**src/rtl/sync_fifo_flags.sv**
```systemverilog
// Single-clock show-ahead FIFO with occupancy count, almost flags and sticky error flags.
// Define FIFO_PARITY_EN to store a per-entry even-parity bit and add par_inj / par_err.
module sync_fifo_flags #(
  parameter int DATA_W    = 32,
  parameter int DEPTH     = 8,
  parameter int PNTR_W    = 3,
  parameter int CNT_W     = 4,
  parameter int AFULL_TH  = 6,
  parameter int AEMPTY_TH = 2
) (
  input  logic              clk,
  input  logic              FIFO_clr_n,
  input  logic              FIFO_reset_n,
  input  logic              push,
  input  logic              pop,
  input  logic [DATA_W-1:0] data_in,
  input  logic              err_clr,
`ifdef FIFO_PARITY_EN
  input  logic              par_inj,
  output logic              par_err,
`endif
  output logic [DATA_W-1:0] data_out,
  output logic [CNT_W-1:0]  cnt,
  output logic              full,
  output logic              empty,
  output logic              almost_full,
  output logic              almost_empty,
  output logic              overflow,
  output logic              underflow
);

`ifdef FIFO_PARITY_EN
  localparam int MEM_W = DATA_W + 1;
`else
  localparam int MEM_W = DATA_W;
`endif

  logic [MEM_W-1:0]  mem_q [DEPTH];
  logic [PNTR_W-1:0] top_q, top_d, btm_q, btm_d;
  logic [CNT_W-1:0]  cnt_q, cnt_d;
  logic              ovf_q, ovf_d, udf_q, udf_d;
  logic              wr_en, rd_en, ovf_set, udf_set;
  logic [MEM_W-1:0]  wr_word;

  assign full         = (cnt_q == CNT_W'(DEPTH));
  assign empty        = (cnt_q == '0);
  assign almost_full  = (cnt_q >= CNT_W'(AFULL_TH));
  assign almost_empty = (cnt_q <= CNT_W'(AEMPTY_TH));
  assign cnt          = cnt_q;
  assign overflow     = ovf_q;
  assign underflow    = udf_q;
  assign data_out     = empty ? '0 : mem_q[btm_q][DATA_W-1:0];

  // A simultaneous pop frees the head slot, so a push into a full FIFO still lands.
  assign wr_en   = FIFO_reset_n & push & (~full | pop);
  assign rd_en   = FIFO_reset_n & pop & ~empty;
  assign ovf_set = FIFO_reset_n & push & ~pop & full;
  assign udf_set = FIFO_reset_n & pop & empty;

`ifdef FIFO_PARITY_EN
  assign wr_word = {(^data_in) ^ par_inj, data_in};
`else
  assign wr_word = data_in;
`endif

  always_comb begin
    top_d = top_q;
    btm_d = btm_q;
    cnt_d = cnt_q;
    ovf_d = ovf_q;
    udf_d = udf_q;
    if (!FIFO_reset_n) begin
      top_d = '0;
      btm_d = '0;
      cnt_d = '0;
    end else begin
      if (err_clr) begin
        ovf_d = 1'b0;
        udf_d = 1'b0;
      end
      if (ovf_set) ovf_d = 1'b1;
      if (udf_set) udf_d = 1'b1;
      if (wr_en) top_d = top_q + PNTR_W'(1);
      if (rd_en) btm_d = btm_q + PNTR_W'(1);
      if (wr_en && !rd_en)      cnt_d = cnt_q + CNT_W'(1);
      else if (rd_en && !wr_en) cnt_d = cnt_q - CNT_W'(1);
    end
  end

  always_ff @(posedge clk or negedge FIFO_clr_n) begin
    if (!FIFO_clr_n) begin
      top_q <= '0;
      btm_q <= '0;
      cnt_q <= '0;
      ovf_q <= 1'b0;
      udf_q <= 1'b0;
      for (int i = 0; i < DEPTH; i++) mem_q[i] <= '0;
    end else begin
      top_q <= top_d;
      btm_q <= btm_d;
      cnt_q <= cnt_d;
      ovf_q <= ovf_d;
      udf_q <= udf_d;
      if (wr_en) mem_q[top_q] <= wr_word;
    end
  end

`ifdef FIFO_PARITY_EN
  logic par_err_q, par_err_d, par_bad;

  assign par_bad = mem_q[btm_q][DATA_W] != (^mem_q[btm_q][DATA_W-1:0]);
  assign par_err = par_err_q;

  always_comb begin
    par_err_d = par_err_q;
    if (FIFO_reset_n) begin
      if (err_clr) par_err_d = 1'b0;
      if (rd_en && par_bad) par_err_d = 1'b1;
    end
  end

  always_ff @(posedge clk or negedge FIFO_clr_n) begin
    if (!FIFO_clr_n) par_err_q <= 1'b0;
    else             par_err_q <= par_err_d;
  end
`endif

endmodule

```
**config.mk**
```make
export PLATFORM = sky130hd
export DESIGN_NAME = sync_fifo_flags
export DESIGN_NICKNAME = d
export VERILOG_FILES = /design/src/rtl/sync_fifo_flags.sv
export SDC_FILE = /design/constraint.sdc
export NUM_CORES = 1
export LEC_CHECK = 0
export ABC_AREA = 1
export CAP_MARGIN = 5
export CORE_AREA = 2 2 189 117
export DETAILED_ROUTE_END_ITERATION = 8
export DIE_AREA = 0 0 191 119
export PLACE_DENSITY = 0.81
export SLEW_MARGIN = 0
export SYNTH_ARGS = -nofsm -noshare
export SYNTH_HDL_FRONTEND = slang
export SYNTH_SLANG_ARGS = --single-unit
```
**constraint.sdc**
```tcl
create_clock -name clk -period 4.1 [get_ports clk]
set_clock_uncertainty 0.2 [all_clocks]
set_input_delay 0.41 -clock clk [delete_from_list [all_inputs] [get_ports clk]]
set_output_delay 0.41 -clock clk [all_outputs]
set_load 0.01 [all_outputs]
```
==> results.env <==
DETAIL_ROUTE.VIAS_PER_CELL=5.74
ROUTED_LENGTH_PER_PLACED_INSTANCE_UM=16.9
R2R_CELLS=13
CLK_PIN_SLEW_NS=0.07
GRT_PASS1_VIAS=10000
SYNTH.TOP_CELL.AREA_SHARE=0.531
CRITICAL-PATH-SLOWEST-CELL='sky130_fd_sc_hd__buf_4'
TIMING.MAX_SLEW.REL_SLACK=0.289
POST-CTS-SETUP-BUFFER-COUNT=0
RSZ_0062_RAISED_AFTER_GLOBAL_ROUTING='false'
START_KIND='flop'
CRITICAL_PATH.MAX_FANOUT=97
GLOBAL_ROUTE_USAGE_SUM=0.280
MULTI_INPUT_COMB_AREA_MM2=0.00503
DPL_WS_NS=1.05
DRIVE_ABOVE_1_SHARE=0.0910
CORE_AREA_MM2=0.0213
POWER.DENSITY_mW_PER_MM2=656
SYN_INST=1464
LEAKAGE_nW=6.59
FINISH.INSTANCE_AREA_MM2=0.0142
PLACEDCELLCOUNT=1743
GRT_MAX_DEGREE=130
GRT_ANTENNA_BEFORE_REPAIR=0
CLKLATENCYLATEPIN_NS=0.53
FINALSETUPTNS_NS=0
NETLIST_TOP_CELLS_COUNT='320 x sky130_fd_sc_hd__nand2_1, 268 x sky130_fd_sc_hd__dfrtp_1, 235 x sky130_fd_sc_hd__nor2_1, 203 x sky130_fd_sc_hd__o21ai_0, 134 x sky130_fd_sc_hd__o21ai_1'
YS_SEQ_ELEMENTS=268
ARRIVAL_NS=3.08
FINAL.FILL_COUNT=1750
MAX-CLOCK-PATH-BUFFERS=3
SYNTH_FLOP_CELL='sky130_fd_sc_hd__dfrtp_1'
DRT-TOTAL-WL_UM=30300
LAYOUT.NETS=1529
CRITPATHKIND='flop to output port'
SEQ_AREA_FRAC_SYNTH=0.531
CRITICAL_PATH.MAX_STAGE_DELAY_NS=0.81
START_UTIL=0.593
SYNTH_FP_NETS=1507
POST-SYNTH-TOP-COUNT-CELL='sky130_fd_sc_hd__nand2_1'
LAYOUT_SETUP_WS_NS=0.408
POST_LAYOUT_NONFILLER_INSTANCES=1791
GR-TOTAL-OVERFLOW=0
MAX_CLOCK_FREQ_GHz=0.271
POST_SYNTHESIS_AREA_PER_INSTANCE_UM2=8.63
RUN_STATUS='finished clean'
PORTION_OF_THE_CLOCK_CYCLE_CONSUMED_BY_THE_WORST_PATH_IN_THE_FINAL_LAYOUT=0.901
SEQ_AREA_MM2=0.00671
CTS_ROOT_BUF='sky130_fd_sc_hd__clkbuf_16'
DP_HPWL_UM=16300
CLOCK_TREE_FROM_TRITONCTS='done'
IO_PINS=80
SYNTHESIS.YOSYS.WARNINGS=0
VIAS=10300
CRITICAL_PATH.MOST_COMMON_CELL='sky130_fd_sc_hd__nor2_1'
AREA_GROWTH_FROM_SYNTHESIS_TO_LAYOUT_PCT=12.2
DRTPASS1ITERATIONS=6
HOLD_CLASS='primary input to asynchronous set/reset pin'
CTS_REPAIR_RESIZE_COUNT=0
FLOORPLAN.DIE_AREA_MM2=0.0227
CP_CAPTURE_TYPE='output port'
CLKSINKCOUNT=268
R2R_SETUP_SLACK_NS=1.13
DIE_HEIGHT_UM=119
PERIOD_MINUS_SLACK_NS=3.69
WORST_PIN_SLEW_NS=1.07
ANTENNA_LEFT=0
DETAIL_ROUTE.DRC_VIOLATIONS=0
CTS-BUFFERS-INSERTED=26
HOLDWS_NS=0.208
PLACE_AREA_MM2=0.0132
ROUTABILITYCONGESTION=0.770
DIE_W_UM=191
SYNTH-EDFF-COUNT=0
MAX_CAP_VIOL_COUNT=0
PEAKVDDDROP_V=0.000596
FINAL_MAX_SLEW_VIOL_COUNT=0
SYNTH-ASYNC-RESET-RATIO=1.00
WIRE_LENGTH_OF_THE_FIRST_GLOBAL_ROUTING_PASS_UM=51500
TIMING.CRITICAL_PATH.CELLS='buf_4 > o21ai_0 > o22ai_1 > nor2_1 > nor2_1 > clkdlybuf4s50_1'
DETAILEDROUTE.FIRSTITERATIONVIOLATIONS=1026
SYNTH.DISTINCT_CELLS=30
TIMING.CRITICAL_PATH.REQUIRED_NS=3.49
SETUP_VIOL_COUNT_FINAL=0
PLACE.PORT_BUFFERS=79
ANTENNA-DIODE-COUNT=0
NUM_ROWS=42
HTREE_LEVELS=1
REPORT.FINAL.HOLD_VIOL_COUNT=0
POST-SYNTH-TOP-AREA-CELL='sky130_fd_sc_hd__dfrtp_1'
YOSYS-TOP-CELLS-AREA='sky130_fd_sc_hd__dfrtp_1 53%, sky130_fd_sc_hd__nand2_1 9.5%, sky130_fd_sc_hd__o21ai_0 8.0%, sky130_fd_sc_hd__nor2_1 7.0%, sky130_fd_sc_hd__o21ai_1 5.3%'
SYN_AREA_MM2=0.0126
==> layer usage <==
metal / track usage / part of all wire / up-vias
li1: - / - / 4918
met1: 0.410 / 0.46 / 4936
met2: 0.451 / 0.46 / 378
met3: 0.0398 / 0.066 / 42
met4: 0.0528 / 0.014 / 0
met5: 0 / 0 / -
==> state kept, by name (all words and copies together) (netlist names) <==
register / flops
btm_q: 3
top_q: 3
mem_q: 256
underflow: 1
overflow: 1
cnt: 4
==> cell type report <==
cell class	instances	share of cell area
Inverter	50	0.0135
Sequential cell	268	0.474
Clock inverter	14	0.0129
Clock buffer	33	0.0514
Timing Repair Buffer	95	0.0675
Multi-Input combinational cell	1045	0.355
Tap cell	286	0.0253
==> timing repair <==
action,CTS,global route
endpoints found under the setup margin,0,0
hold buffers,1,0
endpoints found under the hold margin,72,0
==> metrics by stage <==
step,power (W),util
floorplan,0.00552,-
global placement,0.00664,0.622
detailed placement,0.00672,0.622
CTS,0.00930,0.665
global route,0.00989,0.665
finish,0.00929,0.665
==> path summary, 6_finish.rpt <==
kind                           endpoint        from
min in group clk             mem_q[214]  mem_q[214]
max                        data_out[23]    btm_q[1]
min                          mem_q[136]  FIFO_clr_n
max in group asynchronous    mem_q[180]  FIFO_clr_n
max reg2reg                      cnt[3]      cnt[3]
min reg2reg                  mem_q[214]  mem_q[214]
==> power breakdown <==
group / internal [W] / switching (W)
sequential: 0.00324 / 0.000345
combinational: 0.00130 / 0.00185
clock: 0.00151 / 0.00104
total: 0.00605 / 0.00323
==> cells in the final DEF, fill, tap and decap left out, types with 2 or more instances in the layout <==
master,instances
sky130_fd_sc_hd__o22ai_1,32
sky130_fd_sc_hd__buf_4,12
sky130_fd_sc_hd__o21ai_0,203
sky130_fd_sc_hd__a21oi_1,4
sky130_fd_sc_hd__o211ai_1,32
sky130_fd_sc_hd__nor2_1,235
sky130_fd_sc_hd__clkdlybuf4s50_1,78
sky130_fd_sc_hd__clkbuf_1,3
sky130_fd_sc_hd__clkinvlp_4,2
sky130_fd_sc_hd__inv_1,47
sky130_fd_sc_hd__clkbuf_16,27
sky130_fd_sc_hd__ha_1,4
sky130_fd_sc_hd__nand2_2,3
sky130_fd_sc_hd__o21ai_1,134
sky130_fd_sc_hd__clkinv_2,7
sky130_fd_sc_hd__dfrtp_1,265
sky130_fd_sc_hd__nor2_2,2
sky130_fd_sc_hd__nand3_1,5
sky130_fd_sc_hd__o21ai_2,58
sky130_fd_sc_hd__buf_12,3
sky130_fd_sc_hd__dfrtp_2,2
sky130_fd_sc_hd__nand2_1,320
sky130_fd_sc_hd__nand2_8,6
sky130_fd_sc_hd__clkbuf_8,3
sky130_fd_sc_hd__bufinv_16,4
==> critical path, delay by kind of cell (launching register included) <==
kind	cells	cell delay, ns
AND/OR/NAND/NOR	2	0.26
AO/OA/AOI/OAI	2	0.52
buffers and inverters	2	1.38
flip-flops	1	0.35
==> cell families (layout without fill, tap and decap cells) <==
logic type	after synthesis	count (layout)	share of synthesized area
fa+ha+maj	5	5	0.00555
flops	268	268	0.531
compound gates	464	464	0.211
xor+xnor	1	1	0.000694
simple gates	575	575	0.182
buf+inv	151	192	0.0702
Power figures use the tool's default switching activity.
